<file path="src/rtl/mem_pkg.sv">
// ---------------------------------------------------------------------------
// mem_pkg
// Shared definitions for the memory read path (mem_read_ctrl) and its
// write-path sibling.
//   - MEM_DATA_W / MEM_ADDR_W : default data and address widths
//   - RDEC_W / WRDEC_W        : read / write decoder vector widths
//   - CNT_W                   : width of the memory-latency counter
//   - state_t                 : read-controller states
//   - onehot_is()             : exact one-hot match of a decoder vector
// ---------------------------------------------------------------------------
package mem_pkg;

  localparam int MEM_DATA_W = 16;
  localparam int MEM_ADDR_W = 16;
  localparam int RDEC_W     = 19;
  localparam int WRDEC_W    = 20;
  localparam int CNT_W      = 4;

  typedef enum logic [1:0] {
    IDLE    = 2'd0,
    ISSUE   = 2'd1,
    WAIT    = 2'd2,
    CAPTURE = 2'd3
  } state_t;

  // True only when vec is exactly the one-hot value with bit idx set.
  // Sized for the wider (write) decoder; read-decoder callers zero-extend.
  // Multi-hot, all-zero and all-ones vectors all return 0.
  function automatic logic onehot_is(input logic [WRDEC_W-1:0] vec,
                                     input int unsigned         idx);
    logic [WRDEC_W-1:0] ref_v;
    ref_v = {{(WRDEC_W-1){1'b0}}, 1'b1} << idx;
    return (vec == ref_v);
  endfunction

endpackage

</file>
<file path="src/rtl/mem_read_ctrl_lat_counter.sv">
// ---------------------------------------------------------------------------
// lat_counter
// Loadable down-counter that times the memory latency window.
//   clock    : system clock, rising edge
//   reset_n  : synchronous active-low reset, clears the count
//   load     : load load_val (has priority over dec)
//   load_val : value to load
//   dec      : decrement by one (saturates at zero)
//   cnt      : current count
//   term     : terminal flag, high while cnt == 1
// ---------------------------------------------------------------------------
module lat_counter
  import mem_pkg::*;
(
  input  logic             clock,
  input  logic             reset_n,
  input  logic             load,
  input  logic [CNT_W-1:0] load_val,
  input  logic             dec,
  output logic [CNT_W-1:0] cnt,
  output logic             term
);

  always_ff @(posedge clock) begin
    if (!reset_n) begin
      cnt <= '0;
    end else if (load) begin
      cnt <= load_val;
    end else if (dec && (cnt != '0)) begin
      cnt <= cnt - CNT_W'(1);
    end
  end

  // Terminal at 1, not 0: the edge that sees cnt==1 is the last WAIT edge.
  assign term = (cnt == CNT_W'(1));

endmodule

</file>
<file path="src/rtl/mem_read_ctrl.sv">
// ---------------------------------------------------------------------------
// mem_read_ctrl
// Memory-to-processor read path. A control-unit read request latches AR,
// issues a single one-cycle read strobe to the synchronous data memory,
// waits out MEM_LATENCY, captures the returned word into mdr_q and drives
// mdr_q onto B_bus when the read decoder selects this register.
//
// Ports:
//   clock     : system clock, all state updates on the rising edge
//   reset_n   : synchronous active-low reset (aborts any transaction)
//   rd_start  : read request, only accepted in IDLE
//   AR        : address, latched on the accepting edge
//   RDec_out  : one-hot read-decoder output
//   mem_data  : read data from memory, valid during CAPTURE
//   mem_addr  : latched address (always addr_q)
//   mem_rd_en : read strobe, high for the single ISSUE cycle
//   mdr_q     : captured data register
//   B_bus     : mdr_q when RDec_out selects bit RD_SEL_BIT exactly, else 0
//   busy      : transaction in progress
//   done      : one-cycle registered completion pulse
//
// Timing: accept at edge E0 -> ISSUE, WAIT for MEM_LATENCY-1 cycles,
// CAPTURE, and mdr_q/done update at edge E(1+MEM_LATENCY).
// ---------------------------------------------------------------------------
module mem_read_ctrl
  import mem_pkg::*;
#(
  parameter int          DATA_W      = MEM_DATA_W,
  parameter int          ADDR_W      = MEM_ADDR_W,
  parameter int          MEM_LATENCY = 2,
  parameter int unsigned RD_SEL_BIT  = 0
) (
  input  logic              clock,
  input  logic              reset_n,
  input  logic              rd_start,
  input  logic [ADDR_W-1:0] AR,
  input  logic [RDEC_W-1:0] RDec_out,
  input  logic [DATA_W-1:0] mem_data,
  output logic [ADDR_W-1:0] mem_addr,
  output logic              mem_rd_en,
  output logic [DATA_W-1:0] mdr_q,
  output logic [DATA_W-1:0] B_bus,
  output logic              busy,
  output logic              done
);

  // WAIT lasts MEM_LATENCY-1 cycles; unused when MEM_LATENCY == 1.
  localparam logic [CNT_W-1:0] CNT_INIT = CNT_W'(MEM_LATENCY - 1);

  state_t            state_q;
  state_t            state_d;
  logic [ADDR_W-1:0] addr_q;
  logic              accept;
  logic              capture;
  logic              cnt_load;
  logic              cnt_dec;
  logic              cnt_term;
  logic [CNT_W-1:0]  cnt;

  lat_counter u_lat_counter (
    .clock    (clock),
    .reset_n  (reset_n),
    .load     (cnt_load),
    .load_val (CNT_INIT),
    .dec      (cnt_dec),
    .cnt      (cnt),
    .term     (cnt_term)
  );

  // State register
  always_ff @(posedge clock) begin
    if (!reset_n) begin
      state_q <= IDLE;
    end else begin
      state_q <= state_d;
    end
  end

  // Next-state logic
  always_comb begin
    state_d = state_q;
    case (state_q)
      IDLE:    if (rd_start) state_d = ISSUE;
      ISSUE:   state_d = (MEM_LATENCY == 1) ? CAPTURE : WAIT;
      WAIT:    if (cnt_term) state_d = CAPTURE;
      CAPTURE: state_d = IDLE;
      default: state_d = IDLE;
    endcase
  end

  // Output / control decode
  always_comb begin
    mem_rd_en = (state_q == ISSUE);
    busy      = (state_q != IDLE);
    accept    = (state_q == IDLE) && rd_start;
    capture   = (state_q == CAPTURE);
    cnt_load  = (state_q == ISSUE);
    cnt_dec   = (state_q == WAIT);
  end

  // Address / data registers and completion pulse.
  // rd_start outside IDLE never reaches addr_q, so busy requests are dropped.
  always_ff @(posedge clock) begin
    if (!reset_n) begin
      addr_q <= '0;
      mdr_q  <= '0;
      done   <= 1'b0;
    end else begin
      done <= capture;
      if (accept) begin
        addr_q <= AR;
      end
      if (capture) begin
        mdr_q <= mem_data;
      end
    end
  end

  assign mem_addr = addr_q;

  // Exact one-hot select: any other decoder pattern leaves the bus at zero.
  assign B_bus = onehot_is({{(WRDEC_W-RDEC_W){1'b0}}, RDec_out}, RD_SEL_BIT)
                 ? mdr_q : '0;

endmodule

</file>
<file path="config.mk">
export PLATFORM = sky130hd
export DESIGN_NAME = mem_read_ctrl
export DESIGN_NICKNAME = d
export VERILOG_FILES = /design/src/rtl/mem_pkg.sv /design/src/rtl/mem_read_ctrl_lat_counter.sv /design/src/rtl/mem_read_ctrl.sv
export SDC_FILE = /design/constraint.sdc
export NUM_CORES = 1
export LEC_CHECK = 0
export ABC_AREA = 1
export CAP_MARGIN = 20
export CORE_MARGIN = 2
export CORE_UTILIZATION = 38
export DETAILED_ROUTE_END_ITERATION = 8
export GPL_ROUTABILITY_DRIVEN = 0
export PLACE_DENSITY = 0.81
export SLEW_MARGIN = 20
export SYNTH_ARGS = -nofsm -noshare
export SYNTH_HDL_FRONTEND = slang
export SYNTH_HIERARCHICAL = 1
export SYNTH_SLANG_ARGS = --single-unit
</file>
<file path="constraint.sdc">
create_clock -name clock -period 1.6 [get_ports clock]
set_input_delay 0.32 -clock clock [delete_from_list [all_inputs] [get_ports clock]]
set_output_delay 0.32 -clock clock [all_outputs]
set_load 0.01 [all_outputs]
</file>
==> flow_summary.yaml <==
outcome:
  outcome: "completed"
yosys:
  syn_area_um2: 1790
  ys.flop_type: "dfxtp_1"
  synth_area_leaders: "dfxtp_1, nor2_1, o21ai_0, inv_1, a21oi_1"
  yosys.area.top_type: "dfxtp_1"
  async_flop_share: 0
  synth.avg_cell_area_um2: 7.50
  yosysWarningCount: 6
  synthCells: 239
  synth_top_cell_area_share: 0.436
  synth_most_common_cell: "nor2_1"
  synth_cell_types: 25
  synth_commonest_cells: "nor2_1, dfxtp_1, o21ai_0"
  synth.yosys.seq_area_share: 0.436
  ys_ff_latch: 39
  synth_edf_count: 0
cells_and_area:
  fin_nets: 412
  layout-drive-gt1-share: 0.259
  syn_to_final_growth_pct: 72.8
  insertedDiodeCount: 0
setup_path:
  cp-start-kind: "primary input"
  crit_fanout: 5
  crit_type: "in2out"
  cp.arrival_ns: 1.24
  required_ns: 1.28
  cp-end-kind: "output port"
clock_tree:
  clk_latency_ns: 0.28
  clock-sinks: 39
  cts_buffers: 5
  cts_tree: "yes"
  clock_path_buffers: 2
  cts_root_buf: "clkbuf_8"
  htree_levels: 2
  clk_pin_slew_ns: 0.07
drt:
  ant_nets: 0
  num_vias: 1882
  drt_wl_total_um: 5100
  drc_errors: 0
  first_iter_violations: 81
  first_pass_iters: 4
  routedWlPerCell_um: 12.6
  vias_per_cell: 4.67
die:
  dieWidth_um: 72.7
  die_h_um: 72.7
  initial_core_util: 0.403
  core_region_area_um2: 4440
  rows: 24
  ios: 105
  dieArea_um2: 5280
timing:
  setup_viol: 0
  holdWs_ns: 0.484
  period_share: 0.978
  period_needed_ns: 1.56
  fin_ws_ns: 0.0352
  hold_viol: 0
  maxSlewViolCount: 0
  fin_tns_setup_ns: 0
  skew_ns: 0.00670
  rsz0062_at_grt: "yes"
  fmax_mhz: 639
job:
  maxCapViolations: 0
placement:
  dp_hpwl_um: 3630
  io_buffers: 104
  pre_cts_ws_ns: -0.766
global_routing:
  overflow: 0
  grt_pass1_wl_um: 7840
  antenna_found_initial: 0
  grt_pass1_vias: 1782
  grt_usage: 0.190
  grt_start_max_net_pins: 40
power:
  power_density_nw_per_um2: 1330
  irDropWorstVdd_uv: 1030
  p_leak_nw: 1.27
hold_path:
  hp-class: "reg2reg"
-- through the flow --
step           utilization  area [um^2]  power (mW)  std cells
2_1_floorplan            -         1800        2.50        241
3_3_place_gp         0.655         2910        3.27        393
3_5_place_dp         0.655         2910        3.32        393
4_1_cts              0.670         2980        4.11        403
5_1_grt              0.697         3100        4.45        403
6_report             0.697         3100        4.12        403
-- critical path, cell delays in order --
cell	delay, ns
buf_6	0.09
nor2_2	0.10
nand2_1	0.09
nor2_4	0.10
nand3_4	0.14
buf_16	0.18
nor2_4	0.11
buf_6	0.10
-- cell type report --
type / instances / area (um^2)
fillers: 391 / 1350
repair buffers: 112 / 1070
multi-input cells: 162 / 957
flip-flops and latches: 39 / 783
inverters: 31 / 116
clock buffers: 6 / 72.6
well taps: 52 / 65.1
clock inverters: 1 / 30.0
-- path summary, 6_finish.rpt --
check                                           from              endpoint  slack (ns)  cells after the start
worst max-delay path                    RDec_out[13]              B_bus[8]        0.04                      8
worst min-delay path                     mem_addr[0]           mem_addr[0]        0.48                      2
worst max register to register  u_lat_counter/cnt[0]  u_lat_counter/cnt[2]        0.29                      8
worst min register to register           mem_addr[0]           mem_addr[0]        0.48                      2
-- repair_timing --
item	CTS	global route
gates cloned	1	0
resized for setup	138	33
setup buffers	2	0
pin swaps	18	17
setup endpoints to repair	18	17
hold buffers	0	0
-- flip-flops by register name (all words and copies together), names as in the netlist --
| name | cells |
|---|---|
| mdr_q | 16 |
| mem_addr | 16 |
| u_lat_counter/cnt | 4 |
| state_q | 2 |
| done | 1 |
-- power by group --
group | switching, mW | internal (mW)
Clock | 0.319 | 0.457
Sequential | 0.164 | 1.25
Combinational | 1.02 | 0.907
-- routing by layer --
| layer | up-vias | share of wire | GRT usage |
|---|---|---|---|
| met3 | 9 | 0.049 | 0.0414 |
| li1 | 972 | - | - |
| met4 | 0 | 0.015 | 0.0741 |
| met1 | 850 | 0.41 | 0.213 |
| met5 | - | 0 | 0 |
| met2 | 51 | 0.53 | 0.348 |
-- kinds of logic after synthesis --
family | share of synthesized area
other cells | 0.00419
simple gates | 0.253
compound gates | 0.159
fa+ha+maj | 0.0489
buf+inv | 0.0901
xor+xnor | 0.00978
flops | 0.436
-- cell usage in the layout (no fill, tap or decap), types with 6 or more instances in the layout --
cell type / synthesis / final
nor2_4: 1 / 13
inv_1: 28 / 27
o21ai_0: 35 / 35
buf_6: 1 / 14
buf_2: 0 / 18
clkdlybuf4s50_1: 0 / 67
a21oi_1: 19 / 19
nor2_1: 51 / 39
nor2_2: 12 / 12
nand2_1: 18 / 15
dfxtp_1: 39 / 37
ha_1: 7 / 6
No activity file was read; power rests on OpenSTA's default activity.
